$ cat src/rtl/parcare_ctrl.sv
// Parking access controller: arbitrates entry/exit requests, pulses the barrier,
// waits for the car to pass and keeps the occupied-space count.
module parcare_ctrl #(
  parameter int unsigned NR_LOCURI = 255,
  parameter int unsigned TIMEOUT   = 16
) (
  input  logic       clk_i,
  input  logic       reset_i,
  input  logic       cerere_intrare_i,
  input  logic       card_valid_i,
  input  logic       cerere_iesire_i,
  input  logic       masina_trecut_i,
  output logic       bariera_o,
  output logic [7:0] afisare_locuri_o,
  output logic       parcare_full_o,
  output logic       acces_refuzat_o
);

  localparam int unsigned CW = 8;
  localparam int unsigned TW = $clog2(TIMEOUT + 1);

  typedef enum logic [2:0] {
    IDLE,
    DESCHIDE_IN,
    ASTEAPTA_IN,
    DESCHIDE_OUT,
    ASTEAPTA_OUT
  } state_e;

  state_e        state_q, state_d;
  logic [TW-1:0] timer_q, timer_d;
  logic [CW-1:0] count_q, count_d;
  logic          bariera_q, bariera_d;
  logic          refuz_q, refuz_d;
  logic          full_q, full_d;

  // Next-state, count and registered-output decode
  always_comb begin
    state_d   = state_q;
    timer_d   = timer_q;
    count_d   = count_q;
    bariera_d = 1'b0;
    refuz_d   = 1'b0;
    unique case (state_q)
      IDLE: begin
        if (cerere_iesire_i) begin
          if (count_q != '0) begin
            state_d   = DESCHIDE_OUT;
            bariera_d = 1'b1;
          end else begin
            refuz_d = 1'b1;
          end
        end else if (cerere_intrare_i) begin
          if (card_valid_i && !full_q) begin
            state_d   = DESCHIDE_IN;
            bariera_d = 1'b1;
          end else begin
            refuz_d = 1'b1;
          end
        end
      end
      DESCHIDE_IN: begin
        state_d = ASTEAPTA_IN;
        timer_d = TW'(TIMEOUT);
      end
      DESCHIDE_OUT: begin
        state_d = ASTEAPTA_OUT;
        timer_d = TW'(TIMEOUT);
      end
      ASTEAPTA_IN, ASTEAPTA_OUT: begin
        if (masina_trecut_i) begin
          count_d = (state_q == ASTEAPTA_IN) ? count_q + CW'(1) : count_q - CW'(1);
          state_d = IDLE;
          timer_d = '0;
        end else if (timer_q == TW'(1)) begin
          state_d = IDLE;
          timer_d = '0;
        end else begin
          timer_d = timer_q - TW'(1);
        end
      end
      default: state_d = IDLE;
    endcase
  end

  // Full flag registered from the next count so it aligns with the displayed count
  assign full_d = (count_d == CW'(NR_LOCURI));

  always_ff @(posedge clk_i) begin
    if (!reset_i) begin
      state_q   <= IDLE;
      timer_q   <= '0;
      count_q   <= '0;
      bariera_q <= 1'b0;
      refuz_q   <= 1'b0;
      full_q    <= 1'b0;
    end else begin
      state_q   <= state_d;
      timer_q   <= timer_d;
      count_q   <= count_d;
      bariera_q <= bariera_d;
      refuz_q   <= refuz_d;
      full_q    <= full_d;
    end
  end

  assign bariera_o        = bariera_q;
  assign afisare_locuri_o = count_q;
  assign parcare_full_o   = full_q;
  assign acces_refuzat_o  = refuz_q;

endmodule

$ cat config.mk
export PLATFORM = sky130hd
export DESIGN_NAME = parcare_ctrl
export DESIGN_NICKNAME = d
export VERILOG_FILES = /design/src/rtl/parcare_ctrl.sv
export SDC_FILE = /design/constraint.sdc
export NUM_CORES = 1
export LEC_CHECK = 0
export CORE_MARGIN = 2
export CORE_UTILIZATION = 53
export DETAILED_ROUTE_END_ITERATION = 10
export GPL_TIMING_DRIVEN = 0
export PLACE_DENSITY = 0.89
export SYNTH_ARGS = -nofsm -noshare
export SYNTH_HDL_FRONTEND = slang
export SYNTH_SLANG_ARGS = --single-unit
$ cat constraint.sdc
create_clock -name clk_i -period 3.25 [get_ports clk_i]
set_clock_uncertainty 0.2 [all_clocks]
set_input_delay 0.975 -clock clk_i [delete_from_list [all_inputs] [get_ports clk_i]]
set_output_delay 0.975 -clock clk_i [all_outputs]
set_load 0.02 [all_outputs]
# Yosys cells after proc, flatten, opt, wreduce, memory -nomap -nowiden
# Cells that the tools add are included.
# W data, S select, Z words.
[word_totals]
out_inout_bits = 11
inputBits = 6
regBits = 19
[op_classes]
add_sub_neg = 3
n_reduce_logical = 9
eq_ne = 10
muxes = 21
[op_table]
columns = ["op", "count"]
rows = [
  ["$mux W8", 3],
  ["$mux W3", 6],
  ["$ne A3 B3 Y1 const B", 4],
  ["$pmux W3 S4", 1],
  ["$mux W5", 2],
  ["$pmux W5 S2", 1],
  ["$add A8 B1 Y8 const B", 1],
  ["$eq A8 B8 Y1 const B", 1],
  ["$mux W1", 8],
  ["$reduce_bool A8 Y1", 1],
  ["$sub A8 B1 Y8 const B", 1],
  ["$eq A3 B2 Y1 const B", 2],
  ["$eq A5 B1 Y1 const B", 1],
  ["$sub A5 B1 Y5 const B", 1],
  ["$reduce_and A4 Y1", 1],
  ["$reduce_or A2 Y1", 2],
  ["$eq A3 B1 Y1 const B", 1],
  ["$eq A3 B3 Y1 const B", 1],
  ["$logic_not A3 Y1", 1],
  ["$reduce_and A2 Y1", 1],
  ["$reduce_bool A2 Y1", 1],
  ["$logic_and A1 B1 Y1", 1],
  ["$logic_not A1 Y1", 1],
]

# Depth between registers and ports, before layout
# Gate-level depths: netlist (run 1).
[logic_depth]
word_depth = 6
depth_mapped = 10
mapped_depth_nobuf = 9

# Worst setup path after synthesis (run 1)
# Ideal clock, no wire load.
[synth_path]
path_type = "reg2reg"
from = "reg state_q[2]"
to = "reg full_q (netlist: parcare_full_o)"
t_required_ns = 2.947
setup_time_ns = 0.103
stages_incl_launch_ff = 10
t_arrival_ns = 2.668
path_buffers = 1
setup_slack_ns = 0.278
period_less_slack_ns = 2.972
path_cell_list = "dfxtp_1 > buf_4 > or3_1 > ha_1 > o211a_1 > a211oi_1 > a21oi_4 > xnor2_1 > or3_4 > a2111oi_2"
[synth_via]
elab_chain_len = 5
word_cells_on_any_way = 7
classes_between = "3 x eq/ne; 3 x mux; 1 x reduce/logical"
[synth_lines]
columns = ["element", "line_no", "text"]
rows = [
  ["from (decl)", "30", "state_e state_q, state_d;"],
  ["from (signal assigned)", "98", "state_q <= state_d;"],
  ["$eq A3 B2 Y1", "44, 72", ""],
  ["$mux W8", "72", "count_d = (state_q == ASTEAPTA_IN) ? count_q + CW'(1) : count_q - CW'(1);"],
  ["$mux W8", "71", "if (masina_trecut_i) begin"],
  ["$mux W8 (*)", "44", "unique case (state_q)"],
  ["$eq A8 B8 Y1 (*)", "87", "assign full_d = (count_d == CW'(NR_LOCURI));"],
  ["to (signal assigned)", "103", "full_q <= full_d;"],
  ["to (decl)", "35", "logic full_q, full_d;"],
]
# Mark *: on every way between the ends. The rest lies on a longest branch, timed or not.
# A chain may end at the register's enable or synchronous reset.

# Worst setup path after layout (run 1)
[layout_path]
from = "reg state_q[1]"
to = "reg full_q (netlist: parcare_full_o)"
# Same word-level chain as after synthesis.

==> results by group, run 1 <==
Status
  • Status: completed

Job
  • Maxcap violations: 0

Pwr
  • LEAKAGE: 0.568 nW
  • Pwr Density: roughly 850 mW/mm²
  • Maximum vdd ir drop: between 0.0006 and 0.0007 V

Layout
  • Commonest non-fill, non-tap cell in the layout: dfxtp_1
  • Share of cells above drive strength 1: under 10%
  • Final core occ: between 60% and 70%
  • Area Overhead vs Synth: 18.8%
  • Design Area, Final: about 0.0014 mm²
  • Most frequent cells in the layout: 19 x dfxtp_1, 16 x clkdlybuf4s50_1, 11 x nand2_1
  • Fillers: 174
  • Non-Filler Instances: approximately 190
  • N_diodes: 0
  • Final nets: around 180

Timing
  • Minimum clock period: 3030 ps
  • Slew Limit Fails: 0
  • Max_slew headroom: between 70% and 80%
  • Final Hold Slack: 357 ps
  • Worst-Margin Slew: roughly 440 ps
  • Fin Setup TNS: 0 ps
  • FMAX: 330 MHz
  • RSZ-0062 raised after global routing: false
  • Final setup fails: 0
  • Final hold violations: 0
  • Final Cycle Share: approximately 93%

Setup path
  • Setup crit end kind: flop
  • CP endpoint: parcare_full_o
  • Req. time, crit path: around 3300 ps
  • CP Depth: 10
  • Reg2Reg Depth: 10
  • Worst Path Buf+Inv: 2
  • Delay of the slowest critical-path stage: ~400 ps
  • CP max FO: 9
  • R2R Path End: parcare_full_o
  • FF-to-FF Start: state_q[1]
  • Crit path launch type: flop
  • Critical path cell sequence: buf_4 > inv_1 > or3_4 > ha_1 > o211a_1 > a211oi_1 > a21oi_4 > xnor2_1 > or3_4 > a2111oi_2
  • CP Launch Point: state_q[1]
  • Crit-path most repeated cell: or3_4
  • Slowest cell on the critical path: or3_4
  • WP data arrival: roughly 3100 ps
  • Delay-heaviest family, CP: compound AO/OA/AOI/OAI gates
  • Critical path class: flop to flop
  • Flop-to-flop setup slack: 220 ps

Yosys
  • Post-synthesis async set-or-reset flop share: 0%
  • Area contributors post-synth: dfxtp_1 31%, ha_1 9.3%, xnor2_1 5.1%, o21ai_0 4.1%, nand2_1 3.4%
  • Number of synthesized flops with an enable pin: 0
  • Syn_nets: 155
  • Synth Register Bits: 19
  • Synth top area share: a little under a third
  • Synthesis Warnings: 0
  • Gate Count Post-Synth: 139
  • Netlist Area Pre-Place: between 0.001 and 0.0015 mm²
  • Ys flop type: dfxtp_1
  • Post-synth top area cell: dfxtp_1
  • Synthesized area per cell: between 8 and 9 µm²
  • Synth cell types: 38
  • Post-synthesis sequential area ratio: between 30% and 40%

GRT
  • Antenna violations before repair: 0
  • Vias in the first global route: 1073
  • Largest net degree at the start of global routing: 12
  • First-pass GRT wire length: approximately 4300 µm
  • GR Overflow Total: 0
  • GRT Overall Usage: 21.5%

CTS
  • Resized cells post-CTS: 0
  • H-tree levels: 1
  • Root Driver: clkbuf_4
  • Skew-Pair Late Insertion Delay: slightly above 300 ps
  • Clock-pin slew on the worst setup and hold paths: 110 ps
  • CTS Buf Count: 3
  • CTS max path bufs: 2
  • CTS tree: done
  • Post-CTS Setup Bufs: 0
  • CTS sink cnt: 19
  • Hold-fix buffers, CTS: 0

Detailed routing
  • DRT antenna net count: 0
  • Initial detailed-routing violation count: 5
  • WL/cell: 13.9 µm
  • Drt drc: 0
  • Via total after detailed routing: about 1.1k
  • Drt pass-1 iters: 4
  • Total Wirelength: 2590 µm
  • Routed vias/inst: 5.73

Floorplanning
  • Total Die Area: around 0.0027 mm²
  • Die X: slightly above 50 µm
  • # rows: 17
  • Die height: 51.8 µm
  • IO Count: 17
  • Core Region: 0.00219 mm²
  • Initial Util: 55.3%

Min path
  • Hold Path Class: flop to flop

Place
  • Port Buffers: 16
  • Dpl hpwl: between 2000 and 2500 µm
  • Routability Congestion: slightly below 0.8
  • Placed inst area: between 0.001 and 0.0015 mm²
  • Placed cells: ~180
report_power, final:
| part | total, mW | switching, mW | internal, mW |
|---|---|---|---|
| registers | 0.360 | 0.0673 | 0.293 |
| logic | 0.745 | 0.397 | 0.348 |
| clock network | 0.122 | 0.0760 | 0.0460 |
| total | 1.23 | 0.540 | 0.688 |
sequential cells by signal, indices dropped and copies added (netlist names):
| signal | flops |
|---|---|
| afisare_locuri_o | 8 |
| timer_q | 5 |
| state_q | 3 |
| acces_refuzat_o | 1 |
| bariera_o | 1 |
| parcare_full_o | 1 |
synth_stat cells, drive strengths merged, types with 3 or more instances:
library cell   n
nor4           3
a211oi         4
o21a           3
nand3b         3
nor3           4
nor2           9
dfxtp         19
nand2b         3
a21boi         4
xnor2          7
mux2i          3
buf            3
o21ai         10
a21oi          8
inv            5
ha             9
nor2b          3
and2           6
nand2         11
logic make-up after synthesis:
logic type	synth area share, %
flip-flops	31.4
adder cells (fa/ha/maj)	11.0
AO/OA/AOI/OAI	22.7
buffers and inverters	3.82
multiplexers	2.48
XOR/XNOR	6.51
AND/OR/NAND/NOR	22.1
final cells by class:
| type | instances | area (µm²) | area share (%) |
|---|---|---|---|
| Clock buffer | 3 | 22.5 | 1.57 |
| Multi-Input combinational cell | 110 | 790 | 54.9 |
| Timing Repair Buffer | 16 | 160 | 11.1 |
| Buffer | 5 | 27.5 | 1.91 |
| Tap cell | 28 | 35.0 | 2.43 |
| Sequential cell | 19 | 380 | 26.4 |
| Inverter | 5 | 18.8 | 1.30 |
| Clock inverter | 1 | 5.00 | 0.348 |
routing by layer:
metal / part of all wire, % / wire [µm] / global-route usage [%]
met2: 51 / 1330 / 39.3
met4: 2.4 / 61 / 13.6
met1: 44 / 1140 / 23.4
met5: 0 / 0 / 0
met3: 2.4 / 61 / 2.01
through the flow:
stage                     power (mW)  worst slack [ps]
after floorplan                0.916               278
after global placement          1.07               132
after detailed placement        1.11              82.8
after CTS                       1.23              49.5
after global routing            1.33              96.7
final                           1.23               221
worst reg2reg max path: stages, from the launching register on:
cell and delay [ps]:
dfxtp_1 330, buf_4 150, inv_1 60, or3_4 400, ha_1 360, o211a_1 240
a211oi_1 320, a21oi_4 50, xnor2_1 160, or3_4 340, a2111oi_2 340
worst min-delay path by stage:
stage                                    from             endpoint  depth (start not counted)
after detailed placement  afisare_locuri_o[4]  afisare_locuri_o[4]                          2
after global placement    afisare_locuri_o[4]  afisare_locuri_o[4]                          2
final                     afisare_locuri_o[4]  afisare_locuri_o[4]                          2
after floorplan                    timer_q[4]           timer_q[4]                          2
after CTS                 afisare_locuri_o[4]  afisare_locuri_o[4]                          2
after global routing      afisare_locuri_o[4]  afisare_locuri_o[4]                          2
Power figures use the tool's default switching activity.
==> run 2, diff against run 1 <==
--- a/config.mk
+++ b/config.mk
@@ -6,10 +6,11 @@
 export NUM_CORES = 1
 export LEC_CHECK = 0
 export CORE_MARGIN = 2
-export CORE_UTILIZATION = 53
+export CORE_UTILIZATION = 55
 export DETAILED_ROUTE_END_ITERATION = 10
+export DONT_BUFFER_PORTS = 1
 export GPL_TIMING_DRIVEN = 0
-export PLACE_DENSITY = 0.89
+export PLACE_DENSITY = 0.84
 export SYNTH_ARGS = -nofsm -noshare
 export SYNTH_HDL_FRONTEND = slang
 export SYNTH_SLANG_ARGS = --single-unit
==> constraint.sdc (replaced) <==
create_clock -name clk_i -period 2.49 [get_ports clk_i]
set_clock_uncertainty 0.2 [all_clocks]
set_input_delay 0.747 -clock clk_i [delete_from_list [all_inputs] [get_ports clk_i]]
set_output_delay 0.747 -clock clk_i [all_outputs]
set_load 0.02 [all_outputs]
==> results by group, run 2 (synthesized netlist as in run 1, its figures left out) <==
Floorplanning
  • # rows: 16 (was 17)
  • Initial Util: 59.9% (was 55.3%)
  • Die X: 50.9 µm (was 51.8 µm)
  • Total Die Area: 0.00259 mm² (was 0.00268 mm²)
  • Core Region: 0.00202 mm² (was 0.00219 mm²)
  • Die height: 50.9 µm (was 51.8 µm)
  • IO Count: 17 (unchanged)

Setup path
  • Delay of the slowest critical-path stage: 460 ps (was 400 ps)
  • Req. time, crit path: 2500 ps (was 3270 ps)
  • Crit path launch type: flop (unchanged)
  • Slowest cell on the critical path: or3_4 (unchanged)
  • CP max FO: 5 (was 9)
  • Worst Path Buf+Inv: 0 (was 2)
  • Crit-path most repeated cell: or3_4 (unchanged)
  • Delay-heaviest family, CP: compound AO/OA/AOI/OAI gates (unchanged)
  • Critical path class: flop to flop (unchanged)
  • Setup crit end kind: flop (unchanged)
  • Critical path cell sequence: or3_4 > ha_4 > a211o_1 > a21oi_2 > a21oi_4 > xnor2_2 > or3_4 > a2111oi_4 (was buf_4 > inv_1 > or3_4 > ha_1 > o211a_1 > a211oi_1 > a21oi_4 > xnor2_1 > or3_4 > a2111oi_2)
  • WP data arrival: 2770 ps (was 3050 ps)

Timing
  • Final setup fails: 3 (was 0)
  • Slew Limit Fails: 0 (unchanged)
  • FMAX: 363 MHz (was 330 MHz)
  • RSZ-0062 raised after global routing: true (was false)
  • Setup ws final: -263 ps (was 221 ps)
  • Final hold violations: 0 (unchanged)
  • Worst-Margin Slew: 523 ps (was 439 ps)
  • Final Cycle Share: 111% (was 93.2%)
  • Minimum clock period: 2750 ps (was 3030 ps)
  • Max_slew headroom: 65.1% (was 70.5%)

Layout
  • Most frequent cells in the layout: 16 x dfxtp_1, 11 x nand2_1, 9 x nor2_1, 9 x o21ai_0 (was 19 x dfxtp_1, 16 x clkdlybuf4s50_1, 11 x nand2_1)
  • Largest register FFs: 8 (unchanged)
  • Final core occ: 70.2% (was 65.7%)
  • Final nets: 164 (was 176)
  • Design Area, Final: 0.00142 mm² (was 0.00144 mm²)
  • Share of cells above drive strength 1: 21.8% (was 8.18%)
  • Commonest non-fill, non-tap cell in the layout: dfxtp_1 (unchanged)
  • N_diodes: 0 (unchanged)
  • Area Overhead vs Synth: 17.3% (was 18.8%)

Pwr
  • Maximum vdd ir drop: 0.000742 V (was 0.000662 V)
  • Pwr Density: 1190 mW/mm² (was 853 mW/mm²)
  • LEAKAGE: 0.542 nW (was 0.568 nW)

Detailed routing
  • Met3 wire length: 124 µm (was 61 µm)
  • DR WL met2: 1420 µm (was 1330 µm)
  • Drt drc: 0 (unchanged)
  • Routed vias/inst: 5.98 (was 5.73)
  • WL/cell: 15.6 µm (was 13.9 µm)
  • DRT antenna net count: 0 (unchanged)
  • Top routing layer used: met4 (unchanged)
  • Metal1 wirelength: 1120 µm (was 1140 µm)
  • Initial detailed-routing violation count: 12 (was 5)
  • Total Wirelength: 2710 µm (was 2590 µm)
  • Drt pass-1 iters: 4 (unchanged)
  • Via total after detailed routing: 1040 (was 1072)

GRT
  • GRT Overall Usage: 23.4% (was 21.5%)
  • First-pass GRT wire length: 4550 µm (was 4330 µm)
  • Antenna violations before repair: 0 (unchanged)
  • Largest net degree at the start of global routing: 11 (was 12)
  • GR Overflow Total: 0 (unchanged)
  • Vias in the first global route: 1010 (was 1073)

Place
  • Dpl hpwl: 1980 µm (was 2000 µm)
  • Port Buffers: 0 (was 16)
  • Routability Congestion: 0.795 (was 0.788)
  • Placed inst area: 0.00132 mm² (was 0.00141 mm²)

CTS
  • Clock-pin slew on the worst setup and hold paths: 100 ps (was 110 ps)
  • CTS sink cnt: 19 (unchanged)
  • Skew-Pair Late Insertion Delay: 300 ps (was 310 ps)
  • CTS Buf Count: 3 (unchanged)
  • Hold-fix buffers, CTS: 0 (unchanged)
  • H-tree levels: 1 (unchanged)
  • CTS max path bufs: 2 (unchanged)
  • CTS tree: done (unchanged)
  • Root Driver: clkbuf_4 (unchanged)

Status
  • Failing checks: negative setup slack
  • Status: finished with violations (was completed)

Job
  • Maxcap violations: 0 (unchanged)

Min path
  • Hold Path Class: primary input to flop (was flop to flop)
## run 2: changes by cell type in the layout (fill, tap and decap cells not counted), moves of 2 or more
cell / delta
clkdlybuf4s50_1: -16
ha_1: -4
ha_4: +4
a211oi_1: -3
a211oi_2: +3
buf_4: +3
dfxtp_1: -3
dfxtp_4: +3
mux2i_1: -2
mux2i_2: +2
## run 2: report_power, final
group | internal [mW] | total, mW | switching [mW]
Combinational | 0.487 | 0.984 | 0.497
Clock | 0.0625 | 0.157 | 0.0940
Sequential | 0.388 | 0.550 | 0.161
Total | 0.938 | 1.69 | 0.752
## run 2: worst paths after layout
kind / startpoint / endpoint / slack, ps / cells past startpoint
setup / recovery: state_q[2] / parcare_full_o / -260 / 8
hold / removal: reset_i / afisare_locuri_o[5] / 370 / 1
setup reg to reg: state_q[2] / parcare_full_o / -260 / 8
hold reg to reg: timer_q[4] / timer_q[4] / 390 / 2
## run 2: per-stage QoR
| stage | total power [mW] | std cells | TNS, ps | setup WS, ps | hold slack (ps) |
|---|---|---|---|---|---|
| global placement | 1.38 | 166 | -702 | -371 | 331 |
| floorplan | 1.27 | 139 | -324 | -259 | 308 |
| finish | 1.69 | 174 | -480 | -263 | 367 |
| detailed placement | 1.43 | 166 | -908 | -394 | 376 |
| global route | 1.83 | 174 | -751 | -356 | 375 |
| CTS | 1.64 | 172 | -455 | -235 | 372 |
## run 2: final cells by class
cell class	count	area [µm²]
multi-input combinational	111	900
fill	162	602
sequential	19	392
timing repair buffer	5	37.5
tap	27	33.8
clock buffer	4	26.3
inverter	5	18.8
buffer	3	12.5
## run 2: timing repair
action,4_1_cts,5_1_grt
cloned,1,0
pin swaps,4,2
endpoints found under the setup margin,4,4
resized for setup,9,5
setup buffers,3,2
## run 2: per-layer routing
metal	GRT usage [%]	up-vias
li1	-	520
met1	28.2	487
met2	41.6	28
met3	2.63	5
met4	9.91	0
met5	0	-
